$ cat src/rtl/drink_selector_if.sv
// Front-panel / brew-controller signal bundle for the drink selector.
// The slave modport is the selector itself; the master modport is whoever drives the panel.
interface drink_selector_if #(
   parameter int IDX_W  = 1,
   parameter int CODE_W = 3
);
   logic              sel_en;
   logic              btn_next;
   logic              btn_ok;
   logic              btn_cancel;
   logic              req_ready;
   logic              brew_done;
   logic [IDX_W-1:0]  sel_idx;
   logic [CODE_W-1:0] sel_code;
   logic              req_valid;
   logic              busy;

   modport master (
      output sel_en, btn_next, btn_ok, btn_cancel, req_ready, brew_done,
      input  sel_idx, sel_code, req_valid, busy
   );

   modport slave (
      input  sel_en, btn_next, btn_ok, btn_cancel, req_ready, brew_done,
      output sel_idx, sel_code, req_valid, busy
   );
endinterface

$ cat src/rtl/drink_selector.sv
// Drink-choice selector: browse N_CHOICES drinks, confirm into a valid/ready request,
// then stay locked until the brew controller reports completion.
module drink_selector #(
   parameter int N_CHOICES  = 2,
   parameter int CODE_W     = 3,
   parameter int CODE_SHIFT = 2,
   parameter int TIMEOUT    = 1000
) (
   input  logic             clk,
   input  logic             rst_n,
   drink_selector_if.slave  bus
);
   localparam int IDX_W = $clog2(N_CHOICES);
   localparam int TMR_W = $clog2(TIMEOUT) + 1;

   typedef enum logic [1:0] {
      ST_IDLE   = 2'd0,
      ST_BROWSE = 2'd1,
      ST_HOLD   = 2'd2,
      ST_LOCK   = 2'd3
   } state_t;

   state_t            r_state;
   state_t            w_state_nxt;
   logic [IDX_W-1:0]  r_idx;
   logic [IDX_W-1:0]  w_idx_nxt;
   logic [TMR_W-1:0]  r_timer;
   logic [TMR_W-1:0]  w_timer_nxt;
   logic [CODE_W-1:0] r_code;
   logic              r_valid;
   logic              r_busy;

   // Code is built in 32 bits and then cut to CODE_W, so high index bits may fall off.
   function automatic logic [CODE_W-1:0] code_of(input logic [IDX_W-1:0] idx);
      logic [31:0] wide;
      wide = (32'(idx) << CODE_SHIFT) | 32'd1;
      return wide[CODE_W-1:0];
   endfunction

   // Next-state, next-index and idle-timer decode.
   always_comb begin
      w_state_nxt = r_state;
      w_idx_nxt   = r_idx;
      w_timer_nxt = r_timer;
      case (r_state)
         ST_IDLE: begin
            w_idx_nxt   = '0;
            w_timer_nxt = '0;
            if (bus.sel_en) begin
               w_state_nxt = ST_BROWSE;
            end else begin
               w_state_nxt = ST_IDLE;
            end
         end
         ST_BROWSE: begin
            if (!bus.sel_en || bus.btn_cancel) begin
               w_state_nxt = ST_IDLE;
               w_idx_nxt   = '0;
               w_timer_nxt = '0;
            end else if (bus.btn_ok) begin
               w_state_nxt = ST_HOLD;
            end else if (bus.btn_next) begin
               w_timer_nxt = '0;
               if (r_idx == IDX_W'(N_CHOICES - 1)) begin
                  w_idx_nxt = '0;
               end else begin
                  w_idx_nxt = r_idx + IDX_W'(1);
               end
            end else if (r_timer >= TMR_W'(TIMEOUT - 1)) begin
               w_state_nxt = ST_IDLE;
               w_idx_nxt   = '0;
               w_timer_nxt = '0;
            end else begin
               w_timer_nxt = r_timer + TMR_W'(1);
            end
         end
         ST_HOLD: begin
            // A completed handshake outranks a same-cycle cancel.
            if (r_valid && bus.req_ready) begin
               w_state_nxt = ST_LOCK;
            end else if (bus.btn_cancel) begin
               w_state_nxt = ST_IDLE;
               w_idx_nxt   = '0;
               w_timer_nxt = '0;
            end else begin
               w_state_nxt = ST_HOLD;
            end
         end
         ST_LOCK: begin
            if (bus.brew_done) begin
               w_state_nxt = bus.sel_en ? ST_BROWSE : ST_IDLE;
               w_idx_nxt   = '0;
               w_timer_nxt = '0;
            end else begin
               w_state_nxt = ST_LOCK;
            end
         end
         default: begin
            w_state_nxt = ST_IDLE;
            w_idx_nxt   = '0;
            w_timer_nxt = '0;
         end
      endcase
   end

   // State, index, timer and output registers; outputs follow the next state directly.
   always_ff @(posedge clk or negedge rst_n) begin
      if (!rst_n) begin
         r_state <= ST_IDLE;
         r_idx   <= '0;
         r_timer <= '0;
         r_code  <= '0;
         r_valid <= 1'b0;
         r_busy  <= 1'b0;
      end else begin
         r_state <= w_state_nxt;
         r_idx   <= w_idx_nxt;
         r_timer <= w_timer_nxt;
         r_code  <= (w_state_nxt == ST_IDLE) ? '0 : code_of(w_idx_nxt);
         r_valid <= (w_state_nxt == ST_HOLD);
         r_busy  <= (w_state_nxt == ST_HOLD) || (w_state_nxt == ST_LOCK);
      end
   end

   assign bus.sel_idx   = r_idx;
   assign bus.sel_code  = r_code;
   assign bus.req_valid = r_valid;
   assign bus.busy      = r_busy;
endmodule
$ cat src/flat_wrapper.sv
// flat-port wrapper written by rule: the top's interface ports become plain ports
module drink_selector_flat 
#(
   parameter int N_CHOICES  = 2,
   parameter int CODE_W     = 3,
   parameter int CODE_SHIFT = 2,
   parameter int TIMEOUT    = 1000
)
  (clk, rst_n, bus_sel_en, bus_btn_next, bus_btn_ok, bus_btn_cancel, bus_req_ready, bus_brew_done, bus_sel_idx, bus_sel_code, bus_req_valid, bus_busy);
  drink_selector_if #(.CODE_W(CODE_W)) bus_i ();
  input  logic clk;
  input  logic rst_n;
  input wire logic [$bits(bus_i.sel_en)-1:0] bus_sel_en;
  input wire logic [$bits(bus_i.btn_next)-1:0] bus_btn_next;
  input wire logic [$bits(bus_i.btn_ok)-1:0] bus_btn_ok;
  input wire logic [$bits(bus_i.btn_cancel)-1:0] bus_btn_cancel;
  input wire logic [$bits(bus_i.req_ready)-1:0] bus_req_ready;
  input wire logic [$bits(bus_i.brew_done)-1:0] bus_brew_done;
  output wire logic [$bits(bus_i.sel_idx)-1:0] bus_sel_idx;
  output wire logic [$bits(bus_i.sel_code)-1:0] bus_sel_code;
  output wire logic [$bits(bus_i.req_valid)-1:0] bus_req_valid;
  output wire logic [$bits(bus_i.busy)-1:0] bus_busy;
  assign bus_i.sel_en = bus_sel_en;
  assign bus_i.btn_next = bus_btn_next;
  assign bus_i.btn_ok = bus_btn_ok;
  assign bus_i.btn_cancel = bus_btn_cancel;
  assign bus_i.req_ready = bus_req_ready;
  assign bus_i.brew_done = bus_brew_done;
  assign bus_sel_idx = bus_i.sel_idx;
  assign bus_sel_code = bus_i.sel_code;
  assign bus_req_valid = bus_i.req_valid;
  assign bus_busy = bus_i.busy;
  drink_selector #(.N_CHOICES(N_CHOICES), .CODE_W(CODE_W), .CODE_SHIFT(CODE_SHIFT), .TIMEOUT(TIMEOUT)) u_core (.clk(clk), .rst_n(rst_n), .bus(bus_i));
endmodule
$ cat config.mk
export PLATFORM = sky130hd
export DESIGN_NAME = drink_selector_flat
export DESIGN_NICKNAME = d
export VERILOG_FILES = /design/src/rtl/drink_selector_if.sv /design/src/rtl/drink_selector.sv /design/src/flat_wrapper.sv
export SDC_FILE = /design/constraint.sdc
export NUM_CORES = 1
export LEC_CHECK = 0
export CORE_UTILIZATION = 45
export CTS_CLUSTER_SIZE = 28
export DETAILED_ROUTE_END_ITERATION = 8
export GPL_ROUTABILITY_DRIVEN = 0
export PLACE_DENSITY = 0.67
export RECOVER_POWER = 100
export SLEW_MARGIN = 20
export SYNTH_ARGS = -nofsm -noshare
export SYNTH_HDL_FRONTEND = slang
export SYNTH_SLANG_ARGS = --single-unit
$ cat constraint.sdc
create_clock -name clk -period 3 [get_ports clk]
set_clock_uncertainty 0.05 [all_clocks]
set_input_delay 0.75 -clock clk [delete_from_list [all_inputs] [get_ports clk]]
set_output_delay 0.75 -clock clk [all_outputs]
set_load 0.01 [all_outputs]
==> implementation parameters, run 1 <==
Parameter                              Value

Run status
  Result of the run    finished, final reports clean

Logic synthesis
  Sequential share of the synthesized area    0.428
  Number of flip-flops and latches in the synthesized netlist    18
  Post-synth EDFFs    0
  Synthesized netlist cell count    roughly 110
  Count of cell types in the netlist    36
  Post-Syn Nets    115
  Synthesis Warnings    0
  Share of synthesized flip-flops with an asynchronous set or reset    1.00
  Most instantiated flip-flop cell in the synthesis netlist    dfrtp_1
  Area of the mapped netlist    between 1000 and 1500 sq um
  Synthesized area per cell    9.94 sq um

Final layout
  Sequential cell area    approximately 450 sq um
  Number of nets in the layout    around 130
  Non-Filler Cell Area, Final    approximately 1200 sq um
  Fillers    between 200 and 250
  Relative area change from synthesis to final layout    15.2%
  Area occupied by multi-input gates    ~540 sq um
  Number of diodes added for antenna fixing    0
  Share of post-route cells with drive strength above 1    0.118

Hold path
  Class of the tightest hold or removal check    reg -> reg

Pwr
  Leak Pwr    between 0.0004 and 0.0005 uW
  Highest ir drop seen on vdd    0.000314 V
  PwrDens    ~500 nW/um^2

Clock tree
  CTS resizes    0
  Number of buffers inserted for hold repair after clock tree synthesis    0
  TritonCTS clock tree    yes
  Root buf cell    clkbuf_4
  CTS buffer count    3
  Total number of H-tree levels    1
  Clock-pin slew of the registers on the worst-case setup and hold paths    0.10 ns
  Clock insertion delay at the later pin of the skew report    around 0.30 ns
  Post-CTS Setup Repair Bufs    0
  Deepest clock path buffer count    2
  Clock Sinks    18

Place
  Worst slack after detailed placement    approximately 0.4 ns
  Final HPWL DP    roughly 1600 microns
  Port bufs    12
  Post-place instance area    between 1000 and 1500 sq um

Worst setup path
  Reg-to-reg critical path startpoint    u_core.r_timer[0]
  FF-to-FF End    u_core.r_timer[4]
  Worst setup path endpoint    u_core.r_timer[1]
  Worst reg-to-reg path cell count    5
  WP data arrival    2.64 ns
  Source of the critical timing path    bus_sel_en
  Setup crit end kind    register
  Start-to-end type of the worst setup path    in -> reg
  Type of element launching the critical path    input pin
  WP data required    ~3.2 ns
  Minimum setup slack among reg-to-reg paths    ~0.90 ns
  Biggest fanout along the worst timing path    11

Global routing
  Met1 global-route usage    0.276
  Met3 capacity usage during global routing    0.0576
  Most utilized layer in the global route result    met2
  Global-route wire length before repair    ~4000 microns
  Overflow left after global routing    0
  Number of global-route vias before repair    roughly 900
  Largest net degree at the start of global routing    19
  Met2 global-route usage    0.349
  Number of antenna violations at the first check in global routing    0
  Combined global-route utilization of all metal layers    0.214

STA
  Max frequency    just over 0.4 GHz
  Minimum clock period after layout    2.47 ns
  Final-report setup violation count    0
  Worst slew margin    0.462
  Final period util    0.824
  Max-slew violation total from the final report    0
  Slew at the pin with the worst max-slew slack    0.804 ns
  Unrepaired setup endpoints after global routing    false
  Setup tns final    0 ns
  Number of endpoints with negative hold slack in the final report    0
  Least setup slack across all paths after layout    approximately 0.53 ns

Die
  Initial core utilization    0.476
  Vert. Die Dim    50.4 microns
  Placeable Area    2210 sq um
  Die area    approximately 2500 sq um
  Die Wd    50.4 microns
  Row cnt    17
  Top-level I/O count    14

Route
  Average wire per cell in the routed design    about 15 microns
  Remaining design rule violation count    0
  Average vias per placed instance    approximately 6
  Total wire length after detailed routing    2260 microns
  Via count    878
  Total iterations of the first detailed-routing run    4
  Final antenna-violating net count    0
  Initial DRC Count    15

Run
  Max-cap check violation count    0
synth_stat cells, types with 2 or more instances:
master	number	share of area
a2bb2oi_1	2	0.017
a31oi_1	2	0.012
and2_1	4	0.024
buf_2	2	0.0095
buf_4	2	0.014
dfrtp_1	18	0.43
inv_1	5	0.018
nand2_1	7	0.025
nand3_1	6	0.029
nand4_1	8	0.048
nor2_1	3	0.011
nor2b_1	3	0.018
nor3_1	2	0.0095
o211ai_1	4	0.029
o21ai_0	12	0.057
o22ai_1	2	0.012
o311ai_2	2	0.031
or2_2	4	0.024
flip-flops by register name, summed over array words and instances, names as in the netlist:
signal and cells:
u_core.bus.busy 1, u_core.bus.req_valid 1, u_core.bus.sel_code 2, u_core.bus.sel_idx 1
u_core.r_state 2, u_core.r_timer 11
power breakdown:
group,switching (uW),leakage (uW),internal [uW],total [uW]
sequential,31.4,0.000246,269,300
clock,79.7,0.0000210,74.1,154
combinational,85.1,0.000199,70.7,156
total,196,0.000466,414,610
per-stage QoR:
step	utilization	cells	hold WS (ns)	power (uW)
final	0.549	147	0.525	610
after CTS	0.556	147	0.519	631
after detailed placement	0.540	143	0.505	477
after global routing	0.549	147	0.532	648
after floorplan	-	106	0.404	399
after global placement	0.540	143	0.487	469
how the worst min path moves through the flow:
stage                              endpoint         startpoint  depth (start not counted)
after CTS                 u_core.r_timer[0]  u_core.r_timer[0]                          1
final                     u_core.r_timer[0]  u_core.r_timer[0]                          1
after global routing      u_core.r_timer[0]  u_core.r_timer[0]                          1
after global placement    u_core.r_timer[0]  u_core.r_timer[0]                          1
after detailed placement  u_core.r_timer[0]  u_core.r_timer[0]                          1
after floorplan             u_core.bus.busy              rst_n                          0
routing by layer:
layer  vias up  part of all wire
li1        428                 -
met1       432              0.48
met2        14              0.47
met3         4             0.034
met4         0             0.013
met5         -                 0
cell usage in the layout, fill, tap and decap left out, types with 3 or more instances in the layout:
cell type / instances
dfrtp_1: 18
o21ai_0: 13
nand4_1: 8
nand2_1: 7
dlygate4sd3_1: 7
nand3_1: 6
inv_1: 5
clkdlybuf4s50_1: 5
or2_2: 4
o211ai_1: 4
nor2b_1: 3
nor2_1: 3
clkbuf_4: 3
logic make-up after synthesis:
group           Yosys count  share of synthesized area
simple gates             45                      0.292
compound gates           31                      0.219
flops                    18                      0.428
buf+inv                  10                     0.0463
fa+ha+maj                 1                     0.0119
other cells               1                    0.00356
area by class of cell:
cell class / instances / area share
timing repair buffer: 14 / 0.108
multi-input combinational: 78 / 0.446
inverter: 5 / 0.0155
clock buffer: 4 / 0.0299
sequential: 18 / 0.371
tap: 28 / 0.0289
worst max-delay path: stages:
cell	delay (ns)
dlygate4sd3_1	0.62
and4bb_1	0.27
and2_0	0.35
nor2_1	0.34
inv_1	0.11
o21ai_0	0.20
Note: power is estimated with default switching activity, not from simulation.
==> run 2: changes to the inputs <==
clock period = 2.4 ns   (was 3 ns; I/O delays follow)
==> implementation parameters, run 2 (same netlist as run 1, synthesis figures left out) <==
Parameter                              Value

Place
  Final HPWL DP    between 1500 and 2000 microns
  Post-place instance area    between 1000 and 1500 sq um
  Port bufs    12

Final layout
  Share of post-route cells with drive strength above 1    0.124
  Non-Filler Cell Area, Final    1200 sq um
  Fillers    about 210
  Max FFs per register    11
  Commonest non-fill, non-tap cell in the layout    dfrtp_1
  Largest register by flop count    u_core.r_timer
  Number of diodes added for antenna fixing    0
  Top library cells by usage in the layout, fill and taps aside    18 x dfrtp_1, 12 x o21ai_0, 8 x nand4_1
  Relative area change from synthesis to final layout    14.3%
  Number of nets in the layout    ~130

Die
  Top-level I/O count    14
  Die Wd    between 50 and 60 microns
  Die area    around 2500 sq um
  Vert. Die Dim    between 50 and 60 microns
  Row cnt    17
  Placeable Area    2210 sq um
  Initial core utilization    0.476

Pwr
  Combinational power share    0.278
  Switching share of total power    0.325
  Total internal power    484 uW
  Highest ir drop seen on vdd    between 0.0003 and 0.0004 V
  PwrDens    slightly below 600 nW/um^2
  Leak Pwr    0.000466 uW
  Sequential power share    0.524
  NetSw    between 200 and 250 uW
  Clock share of power    0.199

Worst setup path
  Start-to-end type of the worst setup path    in -> reg
  Type of element launching the critical path    input pin
  Setup crit end kind    register
  Minimum setup slack among reg-to-reg paths    0.29 ns
  WP data required    between 2 and 3 ns
  Worst reg-to-reg path cell count    5
  Biggest fanout along the worst timing path    8
  Slowest cell on the critical path    clkdlybuf4s50_1
  Number of gates on the worst path with buffers counted    5
  Highest cell delay on the worst timing path    roughly 0.51 ns
  Crit-path cells    clkdlybuf4s50_1 > nor2b_1 > a221oi_2 > nand4b_1 > o311ai_0
  WP data arrival    between 2 and 2.5 ns
  Buffer and inverter count on the worst path    1
  Family of cells with the greatest summed delay on the critical path    simple AND/OR/NAND/NOR gates

Clock tree
  TritonCTS clock tree    yes
  CTS buffer count    3
  Root buf cell    clkbuf_4
  Deepest clock path buffer count    2
  Clock-pin slew of the registers on the worst-case setup and hold paths    about 0.09 ns
  Clock Sinks    18
  Number of buffers inserted for hold repair after clock tree synthesis    0
  Clock insertion delay at the later pin of the skew report    between 0.2 and 0.3 ns
  CTS resizes    0
  Post-CTS Setup Repair Bufs    0
  Total number of H-tree levels    1

Global routing
  Number of global-route vias before repair    about 830
  Overflow left after global routing    0
  Combined global-route utilization of all metal layers    0.202
  Global-route wire length before repair    between 3000 and 4000 microns
  Number of antenna violations at the first check in global routing    0
  Largest net degree at the start of global routing    19

STA
  Final period util    0.910
  Worst slew margin    0.340
  Max-slew violation total from the final report    0
  Minimum clock period after layout    2.18 ns
  Slew at the pin with the worst max-slew slack    about 0.99 ns
  Worst Hold Margin    approximately 0.52 ns
  Max frequency    between 0.4 and 0.5 GHz
  Number of endpoints with negative hold slack in the final report    0
  Unrepaired setup endpoints after global routing    false
  Setup tns final    0 ns
  Final-report setup violation count    0

Route
  Average vias per placed instance    roughly 6.1
  Average wire per cell in the routed design    15.4 microns
  Via count    around 900
  Final antenna-violating net count    0
  Total wire length after detailed routing    2300 microns
  Initial DRC Count    31
  Total iterations of the first detailed-routing run    5
  Remaining design rule violation count    0

Run status
  Result of the run    finished, final reports clean

Run
  Max-cap check violation count    0

Hold path
  Class of the tightest hold or removal check    reg -> reg
  Number of cells traversed by the worst hold path    1
run 2: path summary, 6_finish.rpt:
kind,from,to
hold / removal,u_core.r_timer[0],u_core.r_timer[0]
setup reg to reg,u_core.r_timer[0],u_core.r_timer[4]
hold reg to reg,u_core.r_timer[0],u_core.r_timer[0]
setup / recovery,bus_btn_cancel,u_core.r_timer[4]
max in group asynchronous,rst_n,u_core.r_timer[3]
min in group asynchronous,rst_n,u_core.bus.sel_idx
run 2: layer usage:
metal	vias up	global-route usage	wire, microns
met4	0	0.0509	0
met2	28	0.302	1050
li1	436	-	-
met1	438	0.280	1140
met3	0	0.0667	112
met5	-	0	0
run 2: power by group through the flow:
stage / logic, uW / registers, uW / clock network, uW
4_1_cts: 221 / 377 / 151
5_1_grt: 219 / 382 / 168
3_3_place_gp: 216 / 379 / 0
6_report: 199 / 375 / 142
3_5_place_dp: 220 / 383 / 0
2_1_floorplan: 115 / 383 / 0
run 2: area by class of cell:
type / count / area (sq um) / area share
clock buffer: 3 / 22.5 / 0.0187
timing repair buffer: 17 / 150 / 0.125
tap: 28 / 35.0 / 0.0291
multi-input combinational: 78 / 527 / 0.438
sequential: 18 / 450 / 0.374
inverter: 5 / 18.8 / 0.0156
run 2: per-stage QoR:
step           power (uW)  std cells  utilization  setup slack, ns
6_report              717        149        0.544            0.216
5_1_grt               768        149        0.544            0.134
4_1_cts               749        149        0.560            0.369
3_5_place_dp          603        146        0.550           0.0480
3_3_place_gp          595        146        0.550            0.113
2_1_floorplan         499        106            -            0.672
==> run 3: changes to the inputs <==
CELL_PAD_IN_SITES_DETAIL_PLACEMENT = 1   (was not set)
CELL_PAD_IN_SITES_GLOBAL_PLACEMENT = 1   (was not set)
CORE_UTILIZATION = 41   (was 45)
HOLD_SLACK_MARGIN = 0.1   (was not set)
PLACE_DENSITY = not set   (was 0.67)
PLACE_DENSITY_LB_ADDON = 0.1   (was not set)
SKIP_CTS_REPAIR_TIMING = 1   (was not set)
==> implementation parameters, run 3 (same netlist as run 1, synthesis figures left out) <==
Parameter                              Value

Final layout
  Sequential cell area    approximately 450 sq um
  Relative area change from synthesis to final layout    18.6%
  Share of post-route cells with drive strength above 1    0.145
  Final cell count without fillers    154
  Area occupied by multi-input gates    between 500 and 600 sq um
  Max FFs per register    11
  Commonest non-fill, non-tap cell in the layout    dfrtp_1
  Number of diodes added for antenna fixing    0
  Top library cells by usage in the layout, fill and taps aside    18 x dfrtp_1, 12 x o21ai_0, 8 x nand4_1
  Largest register by flop count    u_core.r_timer
  Number of nets in the layout    between 100 and 150
  Fillers    approximately 300

STA
  Max-slew violation total from the final report    0
  Max frequency    slightly below 0.5 GHz
  Least setup slack across all paths after layout    0.325 ns
  Unrepaired setup endpoints after global routing    false
  Worst slew margin    0.346
  Number of endpoints with negative hold slack in the final report    0
  Final period util    0.864
  Slew at the pin with the worst max-slew slack    ~0.98 ns
  Setup tns final    0 ns
  Minimum clock period after layout    between 2 and 2.5 ns
  Final-report setup violation count    0

Die
  Vert. Die Dim    52.7 microns
  Top-level I/O count    14
  Die Wd    52.7 microns
  Die area    around 2800 sq um
  Placeable Area    around 2500 sq um
  Initial core utilization    0.429
  Row cnt    18

Global routing
  Overflow left after global routing    0
  Number of global-route vias before repair    862
  Number of antenna violations at the first check in global routing    0
  Largest net degree at the start of global routing    19
  Combined global-route utilization of all metal layers    0.207
  Global-route wire length before repair    roughly 4100 microns

Route
  Remaining design rule violation count    0
  Final antenna-violating net count    0
  Total iterations of the first detailed-routing run    4
  Average vias per placed instance    5.78
  Via count    890
  Initial DRC Count    11
  Average wire per cell in the routed design    16.2 microns
  Total wire length after detailed routing    between 2000 and 2500 microns

Clock tree
  Clock-pin slew of the registers on the worst-case setup and hold paths    0.11 ns
  Deepest clock path buffer count    2
  TritonCTS clock tree    yes
  Total number of H-tree levels    1
  Clock Sinks    18
  Root buf cell    clkbuf_4
  Clock insertion delay at the later pin of the skew report    0.30 ns
  CTS buffer count    3

Worst setup path
  Buffer and inverter count on the worst path    1
  Highest cell delay on the worst timing path    between 0.5 and 0.6 ns
  Slowest cell on the critical path    dlygate4sd3_1
  WP data arrival    2.20 ns
  WP data required    around 2.5 ns
  Family of cells with the greatest summed delay on the critical path    simple AND/OR/NAND/NOR gates
  Biggest fanout along the worst timing path    8
  Type of element launching the critical path    input pin
  Setup crit end kind    register
  Start-to-end type of the worst setup path    in -> reg
  Crit-path cells    dlygate4sd3_1 > nand4bb_4 > nor3_4 > nand4b_4 > o311ai_0

Pwr
  Total internal power    approximately 520 uW
  NetSw    251 uW
  Clock share of power    0.251
  Leak Pwr    just under 0.0005 uW
  Sequential power share    0.484
  Highest ir drop seen on vdd    ~0.00053 V
  Switching share of total power    0.323
  Combinational power share    0.265
  PwrDens    about 620 nW/um^2

Run status
  Result of the run    finished, final reports clean

Place
  Placed cell count    150
  Final HPWL DP    1890 microns
  Worst slack after detailed placement    0.0907 ns
  Port bufs    12

Run
  Max-cap check violation count    0

Hold path
  Class of the tightest hold or removal check    reg -> reg
-- run 3: cell types whose count changed in the layout (fill, tap and decap cells not counted), sizes merged --
| cell | change |
|---|---|
| buf | +2 |
| clkbuf | +1 |
| clkdlybuf4s50 | -1 |
| dlygate4sd3 | +1 |
-- run 3: power groups by stage --
stage                     sequential (uW)  clock, uW  combinational [uW]
final                                 375        195                 206
after global routing                  382        215                 227
after CTS                             376        202                 225
after detailed placement              382          0                 224
after global placement                380          0                 219
after floorplan                       383          0                 115
-- run 3: path summary, 6_finish.rpt --
check                      cells past startpoint              start                   end  slack (ns)
hold reg to reg                                1  u_core.r_timer[0]     u_core.r_timer[0]        0.51
setup reg to reg                               5  u_core.r_timer[0]     u_core.r_timer[2]        0.38
min in group asynchronous                      2              rst_n     u_core.r_timer[7]        0.92
max in group asynchronous                      2              rst_n  u_core.bus.req_valid        0.79
setup / recovery                               5     bus_btn_cancel     u_core.r_timer[2]        0.33
hold / removal                                 1  u_core.r_timer[0]     u_core.r_timer[0]        0.51
-- run 3: area by class of cell --
cell class              instances  area share
clock buffers                   4      0.0290
inverters                       5      0.0150
multi-input cells              78       0.433
flip-flops and latches         18       0.360
well taps                      30      0.0300
repair buffers                 19       0.132
-- run 3: metal layers --
metal / vias up / part of all wire / global-route usage
met5: - / 0 / 0
met4: 0 / 0.010 / 0.0658
met3: 4 / 0.015 / 0.0348
met2: 8 / 0.47 / 0.316
met1: 439 / 0.50 / 0.293
li1: 439 / - / -
-- run 3: metrics by stage --
stage / util / instance area [sq um] / hold WS, ns / total power (uW)
after floorplan: - / 1050 / 0.254 / 499
final: 0.509 / 1250 / 0.506 / 776
after CTS: 0.517 / 1270 / 0.509 / 803
after global placement: 0.503 / 1230 / 0.489 / 599
after detailed placement: 0.503 / 1230 / 0.492 / 606
after global routing: 0.509 / 1250 / 0.536 / 824
